<file path="src/rtl/pc_seq.sv">
// PC sequencer: BOOT -> FETCH -> EXEC -> UPDATE control loop with trap/mret/irq redirection.
// Optional interrupt support is enabled by defining PC_SEQ_IRQ_EN.
module pc_seq #(
  parameter logic [31:0] RESET_VEC = 32'h0000_0000,
  parameter logic [31:0] TRAP_VEC  = 32'h0000_0010
) (
  input  logic        clk_i,
  input  logic        rst_ni,
  input  logic [31:0] pc_i,
  output logic [31:0] pc_o,
  output logic        set_pc_o,
  output logic        fetch_req_o,
  input  logic        fetch_ack_i,
  output logic        exec_start_o,
  input  logic        exec_done_i,
  input  logic        branch_taken_i,
  input  logic [31:0] branch_target_i,
  input  logic        trap_i,
  input  logic        mret_i,
  input  logic        irq_i,
  output logic [31:0] mepc_o,
  output logic        in_trap_o
);

  typedef enum logic [1:0] {BOOT, FETCH, EXEC, UPDATE} state_t;

  state_t      state;
  logic [31:0] pc_plus4;
  logic        irq_take;
  logic        trap_take;

  assign pc_plus4  = pc_i + 32'd4;
  // mret outside a handler is illegal and is routed as a trap
  assign trap_take = trap_i | (mret_i & ~in_trap_o);

`ifdef PC_SEQ_IRQ_EN
  assign irq_take = irq_i & ~in_trap_o;
`else
  logic unused_irq;
  assign unused_irq = irq_i;
  assign irq_take   = 1'b0;
`endif

  always_ff @(posedge clk_i) begin
    if (!rst_ni) begin
      state        <= BOOT;
      set_pc_o     <= 1'b0;
      fetch_req_o  <= 1'b0;
      exec_start_o <= 1'b0;
      pc_o         <= RESET_VEC;
      mepc_o       <= 32'h0;
      in_trap_o    <= 1'b0;
    end else begin
      case (state)
        // BOOT is entered with set_pc_o low; the strobe cycle follows, then FETCH
        BOOT: begin
          if (!set_pc_o) begin
            set_pc_o <= 1'b1;
            pc_o     <= RESET_VEC;
          end else begin
            set_pc_o    <= 1'b0;
            fetch_req_o <= 1'b1;
            state       <= FETCH;
          end
        end
        FETCH: begin
          if (fetch_ack_i) begin
            fetch_req_o  <= 1'b0;
            exec_start_o <= 1'b1;
            state        <= EXEC;
          end
        end
        EXEC: begin
          exec_start_o <= 1'b0;
          if (exec_done_i) begin
            set_pc_o <= 1'b1;
            state    <= UPDATE;
            if (trap_take) begin
              pc_o      <= TRAP_VEC;
              mepc_o    <= pc_i;
              in_trap_o <= 1'b1;
            end else if (mret_i) begin
              pc_o      <= mepc_o;
              in_trap_o <= 1'b0;
            end else if (branch_taken_i) begin
              pc_o <= {branch_target_i[31:2], 2'b00};
            end else if (irq_take) begin
              pc_o      <= TRAP_VEC;
              mepc_o    <= pc_plus4;
              in_trap_o <= 1'b1;
            end else begin
              pc_o <= pc_plus4;
            end
          end
        end
        UPDATE: begin
          set_pc_o    <= 1'b0;
          fetch_req_o <= 1'b1;
          state       <= FETCH;
        end
        default: state <= BOOT;
      endcase
    end
  end

endmodule

</file>
<file path="config.mk">
export PLATFORM = sky130hd
export DESIGN_NAME = pc_seq
export DESIGN_NICKNAME = d
export VERILOG_FILES = /design/src/rtl/pc_seq.sv
export SDC_FILE = /design/constraint.sdc
export NUM_CORES = 1
export LEC_CHECK = 0
export BUFFER_PORTS_ARGS = -buffer_cell sky130_fd_sc_hd__buf_4
export CAP_MARGIN = 5
export CORE_MARGIN = 8
export CORE_UTILIZATION = 40
export CTS_BUF_LIST = sky130_fd_sc_hd__clkbuf_8
export DETAILED_ROUTE_END_ITERATION = 8
export HOLD_SLACK_MARGIN = 0.15
export PLACE_DENSITY = 0.7
export SYNTH_ARGS = -nofsm -noshare
export SYNTH_HDL_FRONTEND = slang
export SYNTH_SLANG_ARGS = --single-unit
</file>
<file path="constraint.sdc">
create_clock -name clk_i -period 2.32 [get_ports clk_i]
set_input_delay 0.232 -clock clk_i [delete_from_list [all_inputs] [get_ports clk_i]]
set_output_delay 0.232 -clock clk_i [all_outputs]
set_load 0.05 [all_outputs]
</file>
==> Word-level counts from Yosys, hierarchy flattened <==
Cells that the tools add are included.
{ "totals": {"reg_bits": 70, "latchBits": 0, "out_inout_bits": 68, "romBits": 0, "n_memories": 0, "mem_bits_rw": 0, "input_bits": 72, "wordCells": 51} }
{ "classes": {"n_eq_ne": 7, "order_cmp": 0, "n_mux": 20, "bitwise": 3, "n_reduce_logical": 13, "n_addsub": 1, "div": 0, "mul": 0, "shifts": 0} }
{ "ops": {"columns": ["cell", "n"], "rows": [
  ["$mux W32", 5],
  ["$pmux W32 S2", 1],
  ["$add A32 B3 Y32 const B", 1],
  ["$reduce_and A3 Y1", 5],
  ["$ne A2 B2 Y1 const B", 4],
  ["$pmux W2 S4", 1],
  ["$mux W1", 7],
  ["$mux W2", 3],
  ["$pmux W1 S3", 2],
  ["$reduce_bool A2 Y1", 3],
  ["$reduce_bool A3 Y1", 2],
  ["$eq A2 B2 Y1 const B", 2],
  ["$reduce_and A2 Y1", 2],
  ["$eq A2 B1 Y1 const B", 1],
  ["$logic_not A2 Y1", 1],
  ["$pmux W1 S2", 1],
  ["$and A1 B1 Y1", 1],
  ["$not A1 Y1", 1],
  ["$or A1 B1 Y1", 1]
]} }

==> Logic depth before layout (Yosys ltp) <==
Gate-level depths: netlist (run 1).
{ "logic_depth": {"ltp_word": 6, "mapped_depth": 10, "ltp_nobuf": 7} }

==> Worst setup path after synthesis (run 1) <==
No wires, ideal clock.
{ "synth_timing": {"kind": "reg-to-reg", "startpoint": "register state[0]", "endpoint": "register pc_o[29]", "t_required_ps": 2193, "setup_ps": 127, "slack_ps": 100, "n_path_buf": 3, "period_less_slack_ps": 2220, "path_stages_with_launch": 11, "arrival_time_ps": 2093, "cell_sequence": "dfxtp_1 > inv_1 > ha_1 > and2_1 > or3_1 > clkbuf_1 > and2_1 > clkbuf_1 > buf_2 > a22oi_1 > o21ai_0"} }
{ "synth_via": {"elab_chain_cells": 3, "word_cells_on_any_way": 7, "cone_classes": "eq/ne (3); mux (1); reduce/logical (3)"} }
{ "synth_lines": {"columns": ["item", "line_no", "source"], "rows": [
  ["start: declaration", "27", "state_t state;"],
  ["start signal: assignment", "46", "state <= BOOT;"],
  ["start signal: assignment", "63", "state <= FETCH;"],
  ["start signal: assignment", "70", "state <= EXEC;"],
  ["$eq A2 B2 Y1 or $logic_not A2 Y1 (tied branches)", "54", "case (state)"],
  ["$ne A2 B2 Y1 (no line) or $reduce_bool A2 Y1 (tied branches)", null, null],
  ["$reduce_and A3 Y1 (no line)", null, null],
  ["end signal: assignment", "83", "pc_o <= mepc_o;"],
  ["end signal: assignment", "86", "pc_o <= {branch_target_i[31:2], 2'b00};"],
  ["end signal: assignment", "92", "pc_o <= pc_plus4;"],
  ["end: declaration", "10", "output logic [31:0] pc_o,"]
]} }
Parallel ways exist; a longest one is shown, timed or not.
A chain may end at the register's enable or synchronous reset.

==> Worst setup path after layout (run 1) <==
{ "layout_timing": {"startpoint": "register state[0]", "endpoint": "register pc_o[23]"} }
Same word-level chain as after synthesis.

==> impl_metrics.py, run 1 <==
metrics = {
    "run_status": {
        "status": "complete, no violations",
    },
    "sta": {
        "worstMarginPinSlew_ns": 0.546,
        "drv_slew": 0,
        "max_freq_mhz": 459,
        "whs_ns": 0.158,
        "fin_ws_ns": 0.140,
        "hold_violations": 0,
        "fin_setup_tns_ns": 0,
        "finalClockSkew_ns": 0.0110,
        "setup_violations": 0,
        "rsz0062_at_grt": "false",
        "period_minus_slack_ns": 2.18,
        "relSlewSlack": 0.635,
        "finalCritPeriodShare": 0.940,
    },
    "placed_design": {
        "place.gp.congestion": 0.853,
        "port_buffers": 136,
        "hpwl_um": 10100,
        "pre_cts_ws_ns": 0.0597,
    },
    "clocking": {
        "tritoncts": "built",
        "cts_sinks": 70,
        "path_clk_slew_ns": 0.07,
        "clkLatencyLatePin_ns": 0.35,
        "post_cts_buffers": 0,
        "cts_max_level": 3,
        "cts_buffer_depth": 2,
        "cts-root-buf": "clkbuf_8",
        "numCtsBuffers": 9,
    },
    "worst_setup_path": {
        "r2r_setup_slack_ns": 0.14,
        "crit_chain": "inv_1 -> ha_1 -> and2_1 -> or4_1 -> buf_4 -> nor3_1 -> a221oi_2 -> o21ai_1",
        "regToRegStartpoint": "state[0]",
        "path_class": "flip-flop to flip-flop",
        "critPathMaxStageDelay_ns": 0.59,
        "cp-end-kind": "flip-flop",
        "cp-start-kind": "flip-flop",
        "rr_worst_depth": 8,
        "worstPathArrival_ns": 2.45,
        "cp_slowest_cell": "or4_1",
        "r2r-end": "pc_o[23]",
        "crit_required_ns": 2.59,
        "cp_max_fo": 10,
    },
    "floorplanning": {
        "die_w_um": 112,
        "coreArea_sq_um": 9150,
        "die_h_um": 112,
        "start_util": 0.407,
        "die_area_sq_um": 12600,
        "io_pins": 140,
        "rows": 35,
    },
    "finish": {
        "utilization": 0.571,
        "final_cell_mix": "buf_4, nand2_1, dfxtp_1, a21oi_1, o21ai_0",
        "syn_to_final_growth_pct": 40.4,
        "final_nets": 708,
        "n_antenna_cell": 0,
        "final_common_cell": "buf_4",
        "fillers": 858,
        "drive_gt1_frac": 0.291,
    },
    "logic_synthesis": {
        "synthFlopType": "dfxtp_1",
        "syn_avg_cell_area_sq_um": 7.61,
        "syn-cell-area_sq_um": 3720,
        "ys_ff_latch": 70,
        "postSynthCellCount": 489,
        "synth-seq-area-share": 0.376,
        "synth-async-reset-ratio": 0,
        "syn-num-nets": 567,
        "yosys_warnings": 0,
        "ys_types": 50,
        "synth-edff-count": 0,
    },
    "global_route": {
        "antenna_found_initial": 0,
        "grt_pass1_vias": 4107,
        "grt_pass1_wl_um": 21300,
        "grt_max_degree": 30,
        "grt-ovfl-total": 0,
        "track_usage": 0.208,
    },
    "worst_hold_path": {
        "worstHoldStart": "rst_ni",
        "min_delay_path_depth": 2,
        "hp-class": "primary input to flip-flop",
        "holdPathEnd": "pc_o[28]",
    },
    "route": {
        "drc": 0,
        "num_vias": 4176,
        "drt.antenna.violating_nets": 0,
        "wl_per_cell_um": 18.2,
        "drtPass1Iterations": 6,
        "drt_iter0_drc": 233,
        "viasPerCell": 5.60,
        "drt-total-wl_um": 13600,
    },
    "power": {
        "ir_worst_vdd_mv": 0.628,
        "p_per_area_nw_per_um2": 716,
        "p_leak_nw": 2.13,
    },
    "flow_run": {
        "cap_viol_max_count": 0,
    },
}
-- Yosys cell counts, drive strengths merged (9+ instances only) --
cell,number,area [sq um]
nand2,98,368
dfxtp,70,1400
a21oi,45,225
o21ai,36,180
nor2,33,126
clkbuf,24,90.1
nor3,21,110
inv,11,41.3
nand3,11,55.1
xnor2,11,96.3
nand4,9,71.3
nor4,9,56.3
xor2,9,78.8
-- report_power, final --
part           leakage, nW  total, W  switching (W)  internal, W
Clock                0.124   0.00115       0.000464     0.000689
Sequential           0.566   0.00136      0.0000739      0.00128
Combinational         1.44   0.00123       0.000786     0.000446
Total                 2.13   0.00374        0.00132      0.00242
-- layer usage --
metal  global-route usage  vias to the layer above  part of all wire
met5                    0                        -                 0
met4               0.0432                        0            0.0088
met3               0.0580                       14             0.087
met2                0.361                      181              0.50
met1                0.250                     1953              0.41
li1                     -                     2028                 -
-- worst max-delay path, delay by kind of cell, from the launching register on --
| family | cells | cell delay (ns) |
|---|---|---|
| fa+ha+maj | 1 | 0.23 |
| compound gates | 2 | 0.14 |
| flops | 1 | 0.38 |
| buf+inv | 2 | 0.33 |
| simple gates | 3 | 1.03 |
-- kinds of logic after synthesis --
family                   count (synthesis)  share of synthesized area
AND/OR/NAND/NOR                        211                      0.266
AO/OA/AOI/OAI                          133                      0.228
flip-flops                              70                      0.376
buffers and inverters                   42                     0.0440
XOR/XNOR                                20                     0.0471
multiplexers                             7                     0.0188
adder cells (fa/ha/maj)                  6                     0.0202
-- sequential cells by signal (all words and copies together), names as in the netlist --
signal	count
mepc_o	32
set_pc_o	1
exec_start_o	1
state	2
fetch_req_o	1
pc_o	32
in_trap_o	1
-- repair_timing --
action                     4_1_cts  5_1_grt
gates resized for setup          0        4
hold endpoints to repair         4        0
setup endpoints to repair        0        7
hold buffers                     4        0
-- stage by stage --
step           std cells  power [W]  area (sq um)
6_report             746    0.00374          5230
5_1_grt              746    0.00392          5230
3_3_place_gp         726    0.00256          4940
2_1_floorplan        489    0.00210          3720
4_1_cts              746    0.00375          5220
3_5_place_dp         726    0.00260          4940
-- cell type report --
| cell class | count | area (sq um) | share of cell area |
|---|---|---|---|
| multi-input combinational | 377 | 2170 | 0.414 |
| sequential | 70 | 1400 | 0.269 |
| timing repair buffer | 161 | 1240 | 0.238 |
| clock buffer | 12 | 165 | 0.0316 |
| tap | 111 | 139 | 0.0266 |
| clock inverter | 4 | 68.8 | 0.0132 |
| inverter | 11 | 41.3 | 0.00790 |
-- how the worst max path moves through the flow --
stage	start	end	slack (ns)	cells past startpoint
3_3_place_gp	state[0]	pc_o[25]	0.15	8
3_5_place_dp	state[0]	pc_o[25]	0.06	8
2_1_floorplan	state[0]	pc_o[29]	0.1	10
5_1_grt	state[0]	pc_o[25]	0.005	8
4_1_cts	state[0]	pc_o[23]	0.05	8
6_report	state[0]	pc_o[23]	0.14	8
No activity file was read; power rests on OpenSTA's default activity.
==> run 2, diff against run 1 <==
Settings changed: CORE_UTILIZATION 40 to 46, PLACE_DENSITY 0.7 to 0.79.
==> run 2 against run 1 <==
  * First-iteration DRC count is 11% higher
  * Global-route usage is 2.3 points higher
  * Sequential share of layout area is 0.27 points higher
  * Critical path type unchanged
  * Largest cell class unchanged
  * Utilization is 7.4 points higher
  * Highest routed layer unchanged
  * Largest power group unchanged
  * Combinational power hardly changed
  * Via count is 3.5% higher
==> impl_metrics.py, run 2 (synthesis gave the netlist of run 1 again) <==
metrics = {
    "floorplanning": {
        "die_area_sq_um": 11200,
        "io_pins": 140,
        "coreArea_sq_um": 8010,
        "die_w_um": 106,
        "rows": 33,
        "start_util": 0.465,
        "die_h_um": 106,
    },
    "sta": {
        "finalClockSkew_ns": 0.0101,
        "fin_setup_tns_ns": 0,
        "finalCritPeriodShare": 0.938,
        "hold_violations": 0,
        "rsz0062_at_grt": "false",
        "worstMarginPinSlew_ns": 0.526,
        "relSlewSlack": 0.640,
        "max_freq_mhz": 460,
        "drv_slew": 0,
        "setup_violations": 0,
        "period_minus_slack_ns": 2.18,
    },
    "finish": {
        "reg_top3": "mepc_o (32), pc_o (32), state (2)",
        "final_cell_mix": "buf_4, nand2_1, dfxtp_1, a21oi_1, o21ai_0",
        "drive_gt1_frac": 0.293,
        "final_common_cell": "buf_4",
        "utilization": 0.646,
        "syn_to_final_growth_pct": 38.9,
        "n_antenna_cell": 0,
        "final_nets": 712,
    },
    "run_status": {
        "status": "complete, no violations",
    },
    "worst_setup_path": {
        "cp_slowest_cell": "or3_1",
        "cp-end-kind": "flip-flop",
        "cp-start-kind": "flip-flop",
        "cp_max_fo": 10,
        "crit_required_ns": 2.54,
        "critical-path-top-delay-family": "simple AND/OR/NAND/NOR gates",
        "critPathMaxStageDelay_ns": 0.39,
        "crit_chain": "inv_1 -> ha_1 -> and2_1 -> or3_1 -> and2_2 -> buf_4 -> a22oi_1 -> o21ai_0",
        "path_class": "flip-flop to flip-flop",
        "worstPathArrival_ns": 2.40,
        "crit_buf_inv": 2,
    },
    "global_route": {
        "grt_max_degree": 44,
        "track_usage": 0.231,
        "grt_pass1_wl_um": 21300,
        "grt_pass1_vias": 4279,
        "antenna_found_initial": 0,
        "grt-ovfl-total": 0,
    },
    "worst_hold_path": {
        "hp-class": "primary input to flip-flop",
    },
    "clocking": {
        "path_clk_slew_ns": 0.08,
        "cts_sinks": 70,
        "cts_buffer_depth": 2,
        "tritoncts": "built",
        "cts-root-buf": "clkbuf_8",
        "cts_max_level": 3,
        "clkLatencyLatePin_ns": 0.35,
        "numCtsBuffers": 9,
    },
    "route": {
        "wl_per_cell_um": 17.9,
        "drc": 0,
        "viasPerCell": 5.81,
        "num_vias": 4324,
        "drt_iter0_drc": 258,
        "drtPass1Iterations": 5,
        "drt.antenna.violating_nets": 0,
        "drt-total-wl_um": 13300,
    },
    "placed_design": {
        "hpwl_um": 9930,
        "port_buffers": 136,
        "place.gp.congestion": 0.867,
    },
    "power": {
        "p_per_area_nw_per_um2": 666,
        "p_leak_nw": 2.12,
        "ir_worst_vdd_mv": 0.523,
    },
    "flow_run": {
        "cap_viol_max_count": 0,
    },
}
[run 2: cell types whose count changed in the layout (fill, tap and decap cells not counted), moves of 2 or more]
cell       delta
bufinv_16     -2
clkbuf_8      -2
buf_4         +4
clkinv_2      +2
[run 2: worst paths after layout]
kind	cells past startpoint	slack (ns)	from	to
hold / removal	3	0.16	pc_i[8]	mepc_o[8]
setup / recovery	8	0.14	state[1]	pc_o[11]
hold reg to reg	2	0.46	pc_o[20]	pc_o[20]
setup reg to reg	8	0.14	state[1]	pc_o[11]
[run 2: power by group]
part | switching, W | total, W | internal [W]
registers | 0.0000658 | 0.00135 | 0.00128
clock network | 0.000459 | 0.000863 | 0.000404
logic | 0.000787 | 0.00123 | 0.000446
total | 0.00131 | 0.00344 | 0.00213
[run 2: repair_timing]
item                                   in CTS  in global routing
hold buffers                                4                  1
endpoints found under the hold margin       4                  1
setup buffers                               0                  0
resized for setup                           0                  3
setup endpoints to repair                   0                 11
[run 2: per-stage QoR]
stage	hold slack [ns]	instances	setup slack (ns)	instance area [sq um]	power [W]
2_1_floorplan	0.349	489	0.0999	3720	0.00210
3_3_place_gp	0.437	723	0.104	4950	0.00255
3_5_place_dp	0.449	723	0.0599	4950	0.00258
4_1_cts	0.152	743	0.0521	5150	0.00344
5_1_grt	0.154	744	0.0224	5170	0.00362
6_report	0.161	744	0.144	5170	0.00344
[run 2: routing by layer]
| metal | track usage | wire length [um] |
|---|---|---|
| met1 | 0.277 | 5360 |
| met2 | 0.388 | 6480 |
| met3 | 0.0653 | 1190 |
| met4 | 0.0784 | 281 |
| met5 | 0 | 0 |
[run 2: tightest hold or removal path, stage by stage]
cell	delay [ns]
buf_4	0.12
nand2_1	0.05
a21oi_1	0.05
[run 2: layout make-up]
cell class,instances,area (sq um)
inverters,11,41.3
repair buffers,165,1260
clock buffers,10,138
fillers,743,2840
flip-flops and latches,70,1400
well taps,105,131
clock inverters,6,30.0
multi-input cells,377,2160
==> run 3, diff against run 2 <==
Settings changed: GPL_TIMING_DRIVEN set to 0.
==> run 3 against run 2 <==
  * Clock skew is 0.0052 ns lower
  * Largest power group unchanged
  * Wire length is 4.5% higher
  * Maximum frequency is 1.9% lower
  * Register-to-register slack worse by 0.04 ns
  * Critical path depth is 1 lower
  * Utilization is 1.5 points lower
==> impl_metrics.py, run 3 (synthesis gave the netlist of run 1 again) <==
metrics = {
    "run_status": {
        "status": "complete, no violations",
    },
    "finish": {
        "multi_input_area_sq_um": 2170,
        "syn_to_final_growth_pct": 35.8,
        "ff_latch_area_sq_um": 1400,
        "n_antenna_cell": 0,
        "final_cell_mix": "buf_4, nand2_1, dfxtp_1, a21oi_1, o21ai_0",
        "reg_top3": "mepc_o (32), pc_o (32), state (2)",
        "final_common_cell": "buf_4",
        "stdcell_area_sq_um": 5050,
        "final_nets": 710,
        "drive_gt1_frac": 0.264,
        "fillers": 753,
    },
    "placed_design": {
        "port_buffers": 133,
        "place_area_sq_um": 4850,
        "hpwl_um": 10500,
        "place.gp.congestion": 0.899,
    },
    "global_route": {
        "top_usage_layer": "met2",
        "grt-ovfl-total": 0,
        "grt_max_degree": 11,
        "grt_pass1_vias": 4350,
        "grt_use_met1": 0.282,
        "use_met2": 0.393,
        "use_met3": 0.0672,
        "antenna_found_initial": 0,
        "track_usage": 0.240,
        "grt_pass1_wl_um": 21900,
    },
    "sta": {
        "finalClockSkew_ns": 0.00485,
        "drv_slew": 0,
        "worstMarginPinSlew_ns": 0.678,
        "period_minus_slack_ns": 2.22,
        "whs_ns": 0.155,
        "max_freq_mhz": 451,
        "setup_violations": 0,
        "finalCritPeriodShare": 0.956,
        "rsz0062_at_grt": "false",
        "relSlewSlack": 0.548,
        "hold_violations": 0,
    },
    "floorplanning": {
        "coreArea_sq_um": 8010,
        "io_pins": 140,
        "start_util": 0.465,
        "rows": 33,
        "die_area_sq_um": 11200,
        "die_w_um": 106,
        "die_h_um": 106,
    },
    "route": {
        "drt_iter0_drc": 322,
        "drtPass1Iterations": 5,
        "drc": 0,
        "viasPerCell": 5.90,
        "drt-total-wl_um": 13900,
        "drt.antenna.violating_nets": 0,
        "num_vias": 4369,
        "wl_per_cell_um": 18.8,
    },
    "power": {
        "ir_worst_vdd_mv": 0.550,
        "p_per_area_nw_per_um2": 685,
        "p_leak_nw": 2.02,
    },
    "worst_setup_path": {
        "cp-start-kind": "flip-flop",
        "crit_required_ns": 2.59,
        "cp_max_fo": 7,
        "cp-end-kind": "flip-flop",
        "path_class": "flip-flop to flip-flop",
        "worstPathArrival_ns": 2.49,
    },
    "clocking": {
        "path_clk_slew_ns": 0.07,
        "cts-root-buf": "clkbuf_8",
        "cts_sinks": 70,
        "clkLatencyLatePin_ns": 0.34,
        "cts_max_level": 3,
        "cts_buffer_depth": 2,
        "numCtsBuffers": 9,
        "tritoncts": "built",
    },
    "worst_hold_path": {
        "hp-class": "primary input to flip-flop",
    },
    "flow_run": {
        "cap_viol_max_count": 0,
    },
}
## run 3: cell types whose count changed in the layout (fill, tap and decap cells not counted), moves of 2 or more
cell,previous run,this run
clkinv_2,3,1
clkbuf_1,0,20
buf_1,0,2
o21ai_0,36,34
dlygate4sd3_1,5,1
buf_4,159,136
o21ai_1,0,2
buf_2,0,3
## run 3: per-stage QoR
stage                      TNS, ns  total power (W)  worst slack [ns]  std cells   util
after global routing             0          0.00362            0.0122        741  0.631
after CTS                 -0.00944          0.00341          -0.00473        741  0.629
after floorplan                  0          0.00210            0.0999        489      -
after global placement       -4.70          0.00250            -0.283        727  0.606
final                            0          0.00346             0.102        741  0.631
after detailed placement     -6.28          0.00254            -0.372        727  0.606
## run 3: metal layers
metal  vias to the layer above  wire, um
met4                         0       533
li1                       2042         -
met3                        39      1430
met1                      2045      5440
met2                       243      6510
met5                         -         0
## run 3: critical path, stage by stage (launching register included)
cell      delay [ns]
dfxtp_2         0.38
inv_1           0.09
ha_1            0.22
and2_1          0.21
or4_4           0.57
nor2_2          0.40
a221oi_1        0.16
o21ai_0         0.12
## run 3: worst paths after layout
path                            cells past startpoint  slack, ns      from        to
worst min-delay path                                2       0.15    rst_ni  pc_o[28]
worst max-delay path                                7       0.10  state[0]  pc_o[23]
worst max register to register                      7       0.10  state[0]  pc_o[23]
worst min register to register                      1       0.46  pc_o[10]  pc_o[10]
## run 3: area by class of cell
| class | instances | share of cell area |
|---|---|---|
| repair buffers | 135 | 0.201 |
| multi-input cells | 377 | 0.430 |
| well taps | 105 | 0.0260 |
| flip-flops and latches | 70 | 0.278 |
| inverters | 11 | 0.00817 |
| clock buffers | 11 | 0.0300 |
| clock inverters | 4 | 0.00322 |
| plain buffers | 28 | 0.0238 |
## run 3: power breakdown
group | switching [W] | leakage, nW | internal (W)
clock | 0.000455 | 0.0990 | 0.000428
sequential | 0.0000764 | 0.566 | 0.00128
combinational | 0.000801 | 1.36 | 0.000421
total | 0.00133 | 2.02 | 0.00213
## run 3: what timing repair did
action / CTS / global route
pin swaps: 0 / 1
endpoints found under the setup margin: 25 / 18
setup buffers: 0 / 1
hold buffers: 1 / 0
endpoints found under the hold margin: 1 / 0
resized for setup: 8 / 7
